## src/rtl/arm_mem_responder.sv

```systemverilog
// Memory-side responder for the multicycle ARM core: word RAM plus an I/O page
// holding a cycle counter, a console byte FIFO, a status register and a halt flag.
module arm_mem_responder #(
    parameter int          MEM_WORDS  = 64,
    parameter int          FIFO_DEPTH = 4,
    parameter logic [31:0] IO_BASE    = 32'hFFFF_0000
) (
    input  logic        clk,
    input  logic        reset,
    input  logic        MemWrite,
    input  logic [31:0] Adr,
    input  logic [31:0] WriteData,
    output logic [31:0] ReadData,
    output logic        tx_valid,
    output logic [7:0]  tx_data,
    input  logic        tx_ready,
    output logic        halted,
    output logic        bus_err
);
    localparam int AW = $clog2(MEM_WORDS);
    localparam int PW = $clog2(FIFO_DEPTH);
    localparam int CW = PW + 1;

    localparam logic [9:0] OFF_CYCLE   = 10'd0;
    localparam logic [9:0] OFF_CONSOLE = 10'd1;
    localparam logic [9:0] OFF_STATUS  = 10'd2;
    localparam logic [9:0] OFF_HALT    = 10'd3;

    logic [31:0]   r_mem [MEM_WORDS];
    logic [7:0]    r_fifo [FIFO_DEPTH];
    logic [PW-1:0] r_wr_ptr;
    logic [PW-1:0] r_rd_ptr;
    logic [CW-1:0] r_count;
    logic          r_ovf;
    logic          r_halted;
    logic          r_bus_err;
    logic [31:0]   r_cycle;

    logic          w_ram_sel;
    logic          w_io_sel;
    logic [9:0]    w_off;
    logic [AW-1:0] w_ram_idx;
    logic          w_wr_ok;
    logic          w_push;
    logic          w_push_ok;
    logic          w_pop;
    logic          w_full;
    logic          w_empty;
    logic [3:0]    w_cnt4;
    logic [31:0]   w_rdata;
    logic [1:0]    w_unused_adr_lo;

    assign w_unused_adr_lo = Adr[1:0];

    assign w_ram_sel = (Adr[31:AW+2] == '0);
    assign w_io_sel  = (Adr[31:12] == IO_BASE[31:12]);
    assign w_off     = Adr[11:2];
    assign w_ram_idx = Adr[AW+1:2];

    // Once halted, the core can no longer change any state through the bus.
    assign w_wr_ok   = MemWrite & ~r_halted;

    assign w_empty   = (r_count == '0);
    assign w_full    = (r_count == CW'(FIFO_DEPTH));
    assign w_cnt4    = 4'(r_count);
    assign w_pop     = ~w_empty & tx_ready;
    assign w_push    = w_wr_ok & w_io_sel & (w_off == OFF_CONSOLE);
    assign w_push_ok = w_push & (~w_full | w_pop);

    always_comb begin
        w_rdata = '0;
        if (w_ram_sel) begin
            w_rdata = r_mem[w_ram_idx];
        end else if (w_io_sel) begin
            case (w_off)
                OFF_CYCLE:  w_rdata = r_cycle;
                OFF_STATUS: w_rdata = {24'b0, w_cnt4, r_halted, r_ovf, w_full, w_empty};
                OFF_HALT:   w_rdata = {31'b0, r_halted};
                default:    w_rdata = '0;
            endcase
        end
    end

    // RAM writes ignore reset so that a program load overlapping reset still lands.
    always_ff @(posedge clk) begin
        if (w_wr_ok && w_ram_sel) begin
            r_mem[w_ram_idx] <= WriteData;
        end
    end

    always_ff @(posedge clk) begin
        if (!reset && w_push_ok) begin
            r_fifo[r_wr_ptr] <= WriteData[7:0];
        end
    end

    always_ff @(posedge clk) begin
        if (reset) begin
            r_wr_ptr <= '0;
            r_rd_ptr <= '0;
            r_count  <= '0;
            r_ovf    <= 1'b0;
        end else begin
            if (w_push_ok) begin
                r_wr_ptr <= r_wr_ptr + 1'b1;
            end
            if (w_pop) begin
                r_rd_ptr <= r_rd_ptr + 1'b1;
            end
            if (w_push_ok && !w_pop) begin
                r_count <= r_count + 1'b1;
            end else if (!w_push_ok && w_pop) begin
                r_count <= r_count - 1'b1;
            end
            if (w_push && !w_push_ok) begin
                r_ovf <= 1'b1;
            end else if (w_wr_ok && w_io_sel && (w_off == OFF_STATUS)) begin
                r_ovf <= 1'b0;
            end
        end
    end

    always_ff @(posedge clk) begin
        if (reset) begin
            r_halted  <= 1'b0;
            r_bus_err <= 1'b0;
            r_cycle   <= '0;
        end else begin
            r_cycle <= r_cycle + 32'd1;
            if (w_wr_ok && w_io_sel && (w_off == OFF_HALT)) begin
                r_halted <= 1'b1;
            end
            if (w_wr_ok && !w_ram_sel && !w_io_sel) begin
                r_bus_err <= 1'b1;
            end
        end
    end

    assign ReadData = w_rdata;
    assign tx_valid = ~w_empty;
    assign tx_data  = r_fifo[r_rd_ptr];
    assign halted   = r_halted;
    assign bus_err  = r_bus_err;

endmodule
```

## config.mk

```make
export PLATFORM = sky130hd
export DESIGN_NAME = arm_mem_responder
export DESIGN_NICKNAME = d
export VERILOG_FILES = /design/src/rtl/arm_mem_responder.sv
export SDC_FILE = /design/constraint.sdc
export NUM_CORES = 2
export LEC_CHECK = 0
export BUFFER_PORTS_ARGS = -buffer_cell sky130_fd_sc_hd__buf_2
export CAP_MARGIN = 20
export CORE_ASPECT_RATIO = 1.5
export CORE_UTILIZATION = 48
export CTS_BUF_LIST = sky130_fd_sc_hd__clkbuf_8 sky130_fd_sc_hd__clkbuf_16
export DETAILED_ROUTE_END_ITERATION = 8
export SLEW_MARGIN = 10
export SYNTH_ARGS = -nofsm -noshare
export SYNTH_HDL_FRONTEND = slang
export SYNTH_SLANG_ARGS = --single-unit
export TNS_END_PERCENT = 100
```

## constraint.sdc

```tcl
create_clock -name clk -period 5.1 [get_ports clk]
set_clock_uncertainty 0.15 [all_clocks]
set_input_delay 1.02 -clock clk [delete_from_list [all_inputs] [get_ports clk]]
set_output_delay 1.02 -clock clk [all_outputs]
set_load 0.01 [all_outputs]
```

=== Word-level counts from Yosys, hierarchy flattened ===
Memories as Yosys holds them, arrays and structs flattened. A register that Yosys moved wholly into a read port is not among the register bits.
Index checks and enable logic that the tools add are counted.

* $add $sub $neg: 5
* Equal/unequal tests: 5
* Reductions and logical operators: 20
* Bitwise logic cells: 9
* Mux-type cells: 13

{| class="wikitable"
|+ Operators with widths
! operator !! count
|-
| case mux 32 bit (3 select lines) || 1
|-
| 2-to-1 mux 32 bit || 2
|-
| adder 32 x 1 -> 32 bit (second input constant) || 1
|-
| zero test 24 bit || 1
|-
| equality test 10 x 2 -> 1 bit (second input constant) || 2
|-
| equality test 20 bit (second input constant) || 1
|-
| equality test 10 x 1 -> 1 bit (second input constant) || 1
|-
| logical AND 1 bit || 10
|-
| zero test 10 bit || 1
|-
| 2-to-1 mux 1 bit || 6
|-
| 2-to-1 mux 3 bit || 2
|-
| bitwise AND 1 bit || 5
|-
| zero test 1 bit || 5
|-
| adder 2 x 1 -> 2 bit (second input constant) || 2
|-
| 2-to-1 mux 2 bit || 2
|-
| nonzero test 2 bit || 2
|-
| adder 3 x 1 -> 3 bit (second input constant) || 1
|-
| equality test 3 bit (second input constant) || 1
|-
| zero test 3 bit || 1
|-
| NOT 1 bit || 3
|-
| subtractor 3 x 1 -> 3 bit (second input constant) || 1
|-
| OR 1 bit || 1
|}

* Word-level logic and storage cells: 61
* Output and inout bits: 43
* Input bits: 68
* Memory bits (writable): 2080
* Memories: 2
* Bits in registers: 42

{| class="wikitable"
|+ Memories
! memory !! depth !! bits a word !! read ports !! clocked after Yosys merged registers in !! write ports !! RTL line !! RTL
|-
| r_mem || 64 || 32 || 1 || 0 || 1 || 29 || <nowiki>logic [31:0] r_mem [MEM_WORDS];</nowiki>
|-
| r_fifo || 4 || 8 || 1 || 1 || 1 || 30 || <nowiki>logic [7:0] r_fifo [FIFO_DEPTH];</nowiki>
|}

=== Logic depth before layout (Yosys ltp) ===
* Depth after elaboration: 9
* Mapped depth: 13
* Gate-level depth less buffers: 10

=== Least setup slack after synthesis ===
OpenSTA, ideal clock, no wires.

* Path kind: input to register
* Start: input Adr[13]
* End: memory r_mem[13][0] (enable)
* Arrival time: 3.876 ns
* Path buffers: 1
* Cell stages on the path: 7
* Required time: 4.529 ns
* Setup time: 0.421 ns
* Setup slack: 0.653 ns
* Path through: nor4_1 -> nand2_1 -> nor3_2 -> and2_0 -> clkbuf_1 -> nand2_1 -> nor2_1

* Word-level cells in the longest chain between the ends: 4

{| class="wikitable"
|+ RTL lines
! what !! RTL line !! RTL
|-
| from (decl) || 11 || <nowiki>input logic [31:0] Adr,</nowiki>
|-
| zero test 24 bit || 55 || <nowiki>assign w_ram_sel = (Adr[31:AW+2] == '0);</nowiki>
|-
| logical AND 1 bit || 86 || <nowiki>if (w_wr_ok && w_ram_sel) begin</nowiki>
|-
| 2-to-1 mux 1 bit || 86 ||
|-
| 2-to-1 mux 1 bit (implied by the code) || 87 || <nowiki>r_mem[w_ram_idx] <= WriteData;</nowiki>
|-
| to (decl) || 29 ||
|}

Every way passes these cells.

=== Final worst setup path ===
* Start: input Adr[4]
* End: output ReadData[3]

* Word-level cells in the longest chain between the ends: 4

{| class="wikitable"
|+ RTL lines
! what !! RTL line !! RTL
|-
| parallel branches: the longest is 3 deep, another holds memory (64 x 32 bit) || n/a ||
|-
| 2-to-1 mux 32 bit * || 72 || <nowiki>if (w_ram_sel) begin</nowiki>
|-
| to (decl) || 13 || <nowiki>output logic [31:0] ReadData,</nowiki>
|}

Mark *: on every way between the ends.

==> results.py <==
metrics = {
    "worst_setup_path": {
        "path_buf_inv": 5,
        "criticalPathCategory": "input pin to output port",
        "path_depth": 11,
        "r2r_cells": 6,
        "endpoint_kind": "output port",
        "r2r-start": "halted",
        "path_common_cell": "buf_12",
        "critical_path.slowest_cell": "nor4_1",
        "worstPathArrival_ns": 3.91,
        "start_kind": "input pin",
        "crit_path_max_incr_delay_ns": 0.48,
        "cp_cell_sequence": "buf_8 -> buf_12 -> buf_12 -> mux2_2 -> a221oi_1 -> o22a_1 -> o21ai_0 -> nor4_1 -> buf_4 -> o22ai_1 -> buf_2",
        "cp.required_ns": 3.93,
        "r2r_slack_ns": 2.04,
        "reg2reg_to": "r_mem[48][2]",
        "crit_fanout": 32,
        "crit_family": "buffers and inverters",
    },
    "routing": {
        "vias": 49266,
        "wl_per_cell_um": 36.7,
        "drt_iter0_drc": 7042,
        "routed_via_density": 6.64,
        "routed_wirelength_mm": 273,
        "firstDrtPassIters": 5,
        "detail-route-antenna-nets": 0,
        "drc": 0,
    },
    "synth": {
        "syn_nets": 4583,
        "synthDistinctLibCells": 73,
        "syn_inst": 4508,
        "ys_warn_count": 0,
        "dominantRegCellSynth": "edfxtp_1",
        "seq_area_frac_synth_pct": 77.1,
        "synth_edf_count": 2080,
        "async_reset_ff_share_pct": 0,
        "syn_avg_cell_area_um2": 18.2,
        "synth_area_um2": 82100,
        "ys_seq_elements": 2124,
    },
    "sta": {
        "hold_viol_final": 0,
        "period_needed_ns": 5.08,
        "finalMaxSlewViolations": 0,
        "whs_ns": 0.305,
        "fmax_ghz": 0.197,
        "fin_ws_ns": 0.0162,
        "rsz0062_at_grt": "no",
        "max_slew_margin_pct": 20.3,
        "setup_viol": 0,
        "period_share_pct": 99.7,
        "worst_slew_pin_slew_ns": 1.20,
    },
    "cts": {
        "cts-hold-fix-buffers": 0,
        "cts_buffer_depth": 3,
        "cts_buffers": 184,
        "clock_sinks": 2124,
        "clk_pin_slew_worst_paths_ns": 0.06,
        "clock_latency_ns": 0.83,
        "cts.htree.levels": 4,
        "cts_tree": "done",
        "root_buffer": "clkbuf_16",
    },
    "die": {
        "dieHeight_um": 509,
        "ios": 111,
        "dieArea_um2": 173000,
        "row_count": 185,
        "fp.dieW_um": 340,
        "start_util_pct": 48.4,
        "coreArea_um2": 170000,
    },
    "worst_hold_path": {
        "holdPathStages": 3,
        "worst_hold_path.endpoint": "halted",
        "min-delay-start": "MemWrite",
        "min_path_type": "input pin to register",
    },
    "run": {
        "maxCapViolCount": 0,
    },
    "run_status": {
        "status": "complete, no violations",
    },
    "pwr": {
        "p_int_w": 0.0272,
        "leakage_nw": 31.3,
        "p_total_w": 0.0349,
        "pwr-share-comb_pct": 6.5,
        "p_seq_share_pct": 54.8,
        "p_clk_share_pct": 38.7,
        "powerDensity_nw_per_um2": 365,
        "p_sw_w": 0.00778,
        "irDropWorstVdd_mv": 0.251,
        "swShare_pct": 22.3,
    },
    "global_routing": {
        "grt_usage_pct": 31.2,
        "grt_pass1_vias": 47188,
        "grt_antenna_before_repair": 15,
        "grt_pass1_wl_mm": 374,
        "gr-total-overflow": 0,
        "grt_max_degree": 69,
    },
    "placement": {
        "place_ws_ns": -0.0387,
        "numPortBuffers": 108,
        "globalplace.congestion": 0.874,
        "dp.final_hpwl_mm": 170,
    },
    "finish": {
        "final_cell_mix": "edfxtp_1 (2080), buf_4 (416), a221oi_1 (263)",
        "syn2layout_area_growth_pct": 16.7,
        "final_common_cell": "edfxtp_1",
        "fin_nets": 5100,
        "drive_gt1_share_pct": 25.6,
    },
}
-- through the flow --
| step | setup TNS (ns) | instance area (um^2) | utilization (%) | instances |
|---|---|---|---|---|
| global placement | -0.144 | 89800 | 52.9 | 7070 |
| global route | 0 | 95900 | 56.5 | 7419 |
| floorplan | 0 | 82100 | - | 4508 |
| finish | 0 | 95900 | 56.5 | 7422 |
| CTS | 0 | 95600 | 56.3 | 7407 |
| detailed placement | -0.0735 | 89800 | 52.9 | 7070 |
-- sequential cells by signal, summed over array words and instances (netlist names), named ones only --
register / flops
bus_err: 1
r_cycle: 32
r_rd_ptr: 2
halted: 1
r_ovf: 1
r_fifo: 32
r_mem: 2048
r_count: 3
r_wr_ptr: 2
-- routing by layer --
metal / track usage, % / up-vias / wire, um
met5: 0 / - / 95
met4: 13.9 / 14 / 13600
met3: 5.27 / 614 / 27000
met2: 52.0 / 3244 / 133000
met1: 40.2 / 25725 / 99000
li1: - / 19669 / -
-- worst max-delay path by stage --
stage          startpoint      endpoint  slack [ns]
2_1_floorplan     Adr[13]  r_mem[13][0]        0.65
3_3_place_gp       Adr[3]   ReadData[0]       -0.09
3_5_place_dp       Adr[4]  ReadData[24]       -0.04
4_1_cts            Adr[3]   ReadData[1]        0.02
5_1_grt            Adr[2]  ReadData[26]       0.007
6_report           Adr[4]   ReadData[3]        0.02
-- power groups by stage --
stage          Combinational [W]  Sequential, W  Clock (W)
3_5_place_dp             0.00220         0.0195          0
2_1_floorplan           0.000908         0.0195          0
5_1_grt                  0.00234         0.0191     0.0142
6_report                 0.00228         0.0191     0.0135
3_3_place_gp             0.00218         0.0195          0
4_1_cts                  0.00221         0.0191     0.0136
-- cells by family (layout without fill, tap and decap cells) --
family                     Yosys count  in the layout  share of synthesized area [%]
other                                0              4                              0
xor gates and xnor gates            32             32                          0.341
buffers and inverters              316            982                           1.97
adders and majority gates            7              7                          0.116
DFF                               2124           2124                           77.1
muxes                              562            562                           8.93
and+or+nand+nor                    494            494                           2.70
AOI/OAI and AO/OA                  973            973                           8.83
-- repair_timing --
action / CTS / global route
resized for setup: 5 / 10
setup endpoints to repair: 4 / 10
setup buffers: 2 / 0
-- Yosys cell counts (7+ instances only) --
cell type | instances | area (um^2)
a2111oi_0 | 9 | 78.8
a21oi_1 | 93 | 465
a221o_1 | 39 | 390
a221oi_1 | 263 | 2300
a222oi_1 | 7 | 70.1
a22o_1 | 53 | 464
a22oi_1 | 164 | 1230
a31oi_1 | 12 | 75.1
and2_1 | 10 | 62.6
and3_1 | 12 | 75.1
buf_1 | 35 | 131
buf_2 | 103 | 515
buf_4 | 37 | 278
buf_6 | 20 | 225
clkbuf_1 | 112 | 420
dfxtp_1 | 44 | 881
edfxtp_1 | 2080 | 62500
mux2_2 | 197 | 2220
mux2i_1 | 243 | 2430
mux4_2 | 116 | 2610
nand2_1 | 127 | 477
nand3_1 | 39 | 195
nand4_1 | 15 | 93.8
nor2_1 | 219 | 822
nor2b_1 | 9 | 56.3
nor3_1 | 7 | 35.0
nor4_1 | 17 | 106
o21ai_0 | 110 | 551
o21ai_1 | 7 | 35.0
o221ai_1 | 12 | 105
o22a_1 | 37 | 324
o22ai_1 | 117 | 732
o2bb2ai_1 | 17 | 149
or3_1 | 8 | 50.1
xnor2_1 | 10 | 87.6
xor2_1 | 22 | 193
-- layout make-up --
cell class	count	area, um^2
clock buffers	187	4680
multi-input cells	2068	17900
flip-flops and latches	2124	63300
repair buffers	639	6030
inverters	8	40.0
well taps	2244	2810
diodes	4	10.0
clock inverters	148	1070
fillers	12900	73800
-- worst register-to-register path, cell delays in order (launching register included) --
cell and delay, ns:
dfxtp_1 0.35, nor2b_1 0.36, and2_0 0.22, buf_4 0.21, nand2_1 0.38, nor2_4 0.65
buf_4 0.38
Power figures use the tool's default switching activity.
